### config.mk
export PLATFORM = sky130hd
export DESIGN_NAME = piso_rr_serializer
export DESIGN_NICKNAME = d
export VERILOG_FILES = /design/src/rtl/piso_rr_serializer.sv
export SDC_FILE = /design/constraint.sdc
export NUM_CORES = 1
export LEC_CHECK = 0
export CAP_MARGIN = 20
export CORE_MARGIN = 1
export CORE_UTILIZATION = 35
export CTS_CLUSTER_SIZE = 20
export DETAILED_ROUTE_END_ITERATION = 8
export DONT_BUFFER_PORTS = 1
export PLACE_DENSITY = 0.52
export SLEW_MARGIN = 40
export SYNTH_ARGS = -nofsm -noshare
export SYNTH_HDL_FRONTEND = slang
export SYNTH_SLANG_ARGS = --single-unit
export TNS_END_PERCENT = 1
### constraint.sdc
create_clock -name clk -period 1.9 [get_ports clk]
set_input_delay 0.38 -clock clk [delete_from_list [all_inputs] [get_ports clk]]
set_output_delay 0.38 -clock clk [all_outputs]
set_load 0.1 [all_outputs]
### src/rtl/piso_rr_serializer.sv
// Purpose: two-requester round-robin arbiter feeding one MSB-first PISO serial line.
// Latency: 1 clk from accept edge to data[W-1] on sout; W serial cycles per frame.
// Backpressure: ready only in IDLE or on the last frame bit; mid-frame requests wait with ready low.
//
// Ports:
//   clk, rst              rising-edge clock, synchronous active-high reset
//   a_valid/a_data/a_ready  requester A word handshake (W-bit word)
//   b_valid/b_data/b_ready  requester B word handshake (W-bit word)
//   sout, sout_valid      serial bit (MSB first) and its qualifier; sout is 0 when not valid
//   frame_start           high on the MSB cycle of each frame
//   grant_id              owner of the frame on the line (0 = A, 1 = B)
//   busy                  frame in progress, identical to sout_valid

module piso_rr_serializer #(
    parameter int W = 4
) (
    input  logic         clk,
    input  logic         rst,
    input  logic         a_valid,
    input  logic [W-1:0] a_data,
    output logic         a_ready,
    input  logic         b_valid,
    input  logic [W-1:0] b_data,
    output logic         b_ready,
    output logic         sout,
    output logic         sout_valid,
    output logic         frame_start,
    output logic         grant_id,
    output logic         busy
);

    localparam int CW = (W > 1) ? $clog2(W) : 1;
    localparam logic [CW-1:0] CNT_MAX = CW'(W - 1);
    localparam logic [CW-1:0] CNT_ZERO = '0;

    localparam logic [0:0] IDLE  = 1'b0;
    localparam logic [0:0] SHIFT = 1'b1;

    logic [0:0]    state;
    logic [W-1:0]  shreg;
    logic [CW-1:0] cnt;
    logic          gid_q;
    logic          last_grant;   // 0 = A, 1 = B; reset to B so A wins first contention

    logic          window;
    logic          sel_b;
    logic          take;

    // Accept window covers idle and the final bit, which lets the next frame
    // follow with no gap on the line.
    always_comb begin
        window  = (state == IDLE) || (cnt == CNT_ZERO);
        // B wins when it is the only requester, or when both request and A
        // owned the previous grant.
        sel_b   = b_valid && (!a_valid || (last_grant == 1'b0));
        a_ready = window && a_valid && !sel_b;
        b_ready = window && sel_b;
        take    = a_ready || b_ready;
    end

    always_ff @(posedge clk) begin
        if (rst) begin
            state      <= IDLE;
            shreg      <= '0;
            cnt        <= '0;
            gid_q      <= 1'b0;
            last_grant <= 1'b1;
        end else if (take) begin
            shreg      <= b_ready ? b_data : a_data;
            cnt        <= CNT_MAX;
            state      <= SHIFT;
            gid_q      <= b_ready;
            last_grant <= b_ready;
        end else if (state == SHIFT) begin
            // Zero fill means the register is already clear once the last
            // bit has been shifted past the MSB, so sout drops to 0 in IDLE.
            shreg <= {shreg[W-2:0], 1'b0};
            if (cnt == CNT_ZERO) begin
                state <= IDLE;
            end else begin
                cnt <= cnt - 1'b1;
            end
        end
    end

    always_comb begin
        sout_valid  = (state == SHIFT);
        busy        = sout_valid;
        sout        = sout_valid && shreg[W-1];
        frame_start = sout_valid && (cnt == CNT_MAX);
        grant_id    = gid_q;
    end

endmodule

==> impl_metrics.py <==
metrics = {
    "routing": {
        "drc_errors": 0,
        "drt_first_pass_iters": 2,
        "vias": 460,
        "viasPerCell": 5.823,
        "wl_um": 1187,
        "drtIter0Drc": 5,
        "wl_per_cell_um": 15.03,
        "ant_nets": 0,
    },
    "power": {
        "p_leak_nw": 0.2590,
        "peakVddDrop_uv": 321.5,
        "powerDensity_mw_per_mm2": 890.1,
    },
    "synthesis": {
        "netlist_instances": 58,
        "synth_nets": 72,
        "synth_compound_area_frac": 0.1923,
        "synth-seq-area-share": 0.3462,
        "synth_fa_ha_area_frac": 0.04808,
        "syn_avg_cell_area_sq_um": 8.974,
        "mappedNetlistArea_sq_um": 520.5,
        "synth-simple-area-share": 0.3101,
        "yosys_warnings": 0,
        "synth_xor_area_frac": 0,
        "synth_top_family_by_area": "simple AND/OR/NAND/NOR gates",
        "synth_seq_cells": 9,
        "synth.distinct_cells": 28,
        "synthMuxAreaShare": 0,
    },
    "setup_path": {
        "r2r_slack_ns": 0.51,
        "path_class": "register to output pin",
        "cp_max_fo": 8,
        "timing.rr.end": "cnt[0]",
        "crit_arrival_ns": 1.43,
        "rr_worst_depth": 6,
        "cpPeakStageDelay_ns": 0.34,
        "crit_path_cell_trace": "inv_1 > ha_1 > nand2b_4 > and3_2 > buf_12",
        "worstPathRequired_ns": 1.52,
        "r2r_start": "cnt[0]",
        "crit_path_start_kind": "register",
        "slowest_stage": "dfxtp_2",
        "cp-end-kind": "output pin",
    },
    "grt": {
        "grt_overflow": 0,
        "antenna_found_initial": 0,
        "track_usage": 0.1923,
        "grt_max_degree": 12,
        "first_global_vias": 441,
        "grt_pass1_wl_um": 1952,
    },
    "final_layout": {
        "n_antenna_cell": 0,
        "layout-drive-gt1-share": 0.3438,
        "nets": 79,
        "fin_util": 0.4717,
        "fillerInstances": 132,
        "syn_to_final_growth_pct": 22.36,
    },
    "min_path": {
        "hp-start": "rst",
        "whs_endpoint": "busy",
        "holdCritPathClass": "primary input to register",
        "holdPathStages": 1,
    },
    "sta": {
        "finalHoldViolations": 0,
        "rsz0062_at_grt": "false",
        "setup_violations": 0,
        "fmax_mhz": 551.9,
        "drv_slew": 0,
        "relSlewSlack": 0.6386,
        "finClkSkew_ns": 0.001813,
        "post-route-period-util": 0.9536,
        "tightestPinTransition_ns": 0.5466,
        "setup_tns_ns": 0,
        "fin_crit_ns": 1.812,
    },
    "clocking": {
        "cts_made_buffers": 3,
        "holdBufCountCts": 0,
        "cts_max_level": 1,
        "cts_tree": "yes",
        "cts_buffer_depth": 2,
        "clk_latency_ns": 0.26,
        "clk_pin_slew_worst_paths_ns": 0.06,
        "clock-root-buffer": "clkbuf_4",
        "cts_sinks": 9,
    },
    "placed_design": {
        "portBuffers": 0,
        "place.gp.congestion": 0.7443,
        "dp_hpwl_um": 842.6,
    },
    "flow_run": {
        "drv_cap": 0,
    },
    "floorplan": {
        "io_pins": 19,
        "fp.dieArea_sq_mm": 0.001646,
        "die_y_um": 40.57,
        "coreArea_sq_mm": 0.001350,
        "start_util": 0.3855,
        "die_w_um": 40.57,
        "fp-row-count": 13,
    },
    "status": {
        "status": "complete, no violations",
    },
}
-- stage by stage --
| stage | std cells | power [mW] | setup WS [ns] | hold WS (ns) | area [sq um] |
|---|---|---|---|---|---|
| 6_report | 79 | 0.5669 | 0.08812 | 0.1707 | 636.9 |
| 3_3_place_gp | 75 | 0.4138 | 0.3024 | 0.4483 | 604.3 |
| 3_5_place_dp | 75 | 0.4144 | 0.2860 | 0.4480 | 604.3 |
| 4_1_cts | 79 | 0.5745 | 0.04661 | 0.1604 | 635.6 |
| 5_1_grt | 79 | 0.6002 | 0.03234 | 0.1497 | 636.9 |
| 2_1_floorplan | 58 | 0.3811 | 0.1336 | 0.4404 | 521.8 |
-- layout by cell type (no fill, tap or decap) --
| master | synthesis | final |
|---|---|---|
| clkbuf_1 | 0 | 1 |
| nor3_1 | 1 | 1 |
| ha_1 | 2 | 2 |
| nand4_1 | 8 | 8 |
| and3_2 | 3 | 3 |
| nand2b_4 | 0 | 1 |
| nand2b_1 | 1 | 1 |
| a31oi_1 | 1 | 1 |
| nor2_1 | 4 | 4 |
| nand3_1 | 1 | 1 |
| a211oi_1 | 1 | 1 |
| a221oi_1 | 1 | 1 |
| dfxtp_1 | 9 | 7 |
| a21oi_1 | 1 | 1 |
| and2_2 | 2 | 2 |
| a311oi_1 | 3 | 3 |
| nand2_2 | 1 | 1 |
| nor2_4 | 1 | 1 |
| o22ai_1 | 3 | 3 |
| buf_12 | 0 | 4 |
| buf_4 | 1 | 3 |
| clkbuf_4 | 0 | 3 |
| a21boi_0 | 1 | 1 |
| dfxtp_2 | 0 | 2 |
| inv_1 | 4 | 4 |
| a311o_1 | 1 | 1 |
| or3_1 | 1 | 1 |
| and2b_4 | 1 | 1 |
| o21ba_2 | 1 | 1 |
-- cell families (layout without fill, tap and decap cells) --
family                   count (synthesis)  in the layout
AND/OR/NAND/NOR                         25             25
AO/OA/AOI/OAI                           13             13
flip-flops                               9              9
buffers and inverters                    9             15
adder cells (fa/ha/maj)                  2              2
-- worst max-delay path by stage --
| stage | startpoint | end | cells past startpoint |
|---|---|---|---|
| 4_1_cts | cnt[0] | b_ready | 5 |
| 6_report | cnt[0] | b_ready | 5 |
| 5_1_grt | cnt[0] | b_ready | 5 |
| 3_5_place_dp | cnt[0] | b_ready | 5 |
| 3_3_place_gp | cnt[0] | b_ready | 5 |
| 2_1_floorplan | busy | a_ready | 3 |
-- final cells by class --
type	count	area, sq um	share of cell area
Clock buffer	4	26.28	0.04126
Inverter	4	15.01	0.02358
Multi-Input combinational cell	40	291.5	0.4578
Sequential cell	9	182.7	0.2868
Tap cell	15	18.77	0.02947
Timing Repair Buffer	7	102.6	0.1611
-- synthesized netlist by cell type --
library cell	count	share of area
o21ba_2	1	0.019
nand4_1	8	0.096
a31oi_1	1	0.012
ha_1	2	0.048
buf_4	1	0.014
nor2_1	4	0.029
and2b_4	1	0.019
a21boi_0	1	0.014
buf_6	2	0.043
and3_2	3	0.043
buf_2	1	0.0096
nand2_2	1	0.012
dfxtp_1	9	0.35
nor3_1	1	0.0096
inv_1	4	0.029
a311oi_1	3	0.050
a21oi_1	1	0.0096
and2_2	2	0.029
nand3_1	1	0.0096
nor2_4	1	0.022
a211oi_1	1	0.014
buf_1	1	0.0072
o22ai_1	3	0.036
or3_1	1	0.012
nand2b_1	1	0.012
a221oi_1	1	0.017
nand2b_2	1	0.017
a311o_1	1	0.019
-- timing repair --
item | 4_1_cts | 5_1_grt
setup buffers | 0 | 0
setup endpoints to repair | 2 | 1
resized for setup | 1 | 1
-- where the power goes --
part           internal (mW)  switching (mW)  leakage (nW)
clock network         0.0813          0.0725        0.0150
registers              0.208          0.0124        0.0752
logic                 0.0675           0.125         0.169
-- worst max-delay path, delay by kind of cell, from the launching register on --
kind / cells / cell delay, ns
DFF: 1 / 0.34
buffers and inverters: 2 / 0.22
adders and majority gates: 1 / 0.20
and+or+nand+nor: 2 / 0.40
-- layer usage --
layer | track usage | vias to the layer above | part of all wire
li1 | - | 233 | -
met1 | 0.2178 | 205 | 0.46
met2 | 0.2738 | 15 | 0.43
met3 | 0.1167 | 7 | 0.086
met4 | 0.1083 | 0 | 0.029
met5 | 0 | - | 0
-- registers in the layout, summed over array words and instances (netlist names) --
signal / cells
busy: 1
shreg: 4
grant_id: 1
last_grant: 1
cnt: 2
(Power assumes the default switching activity.)
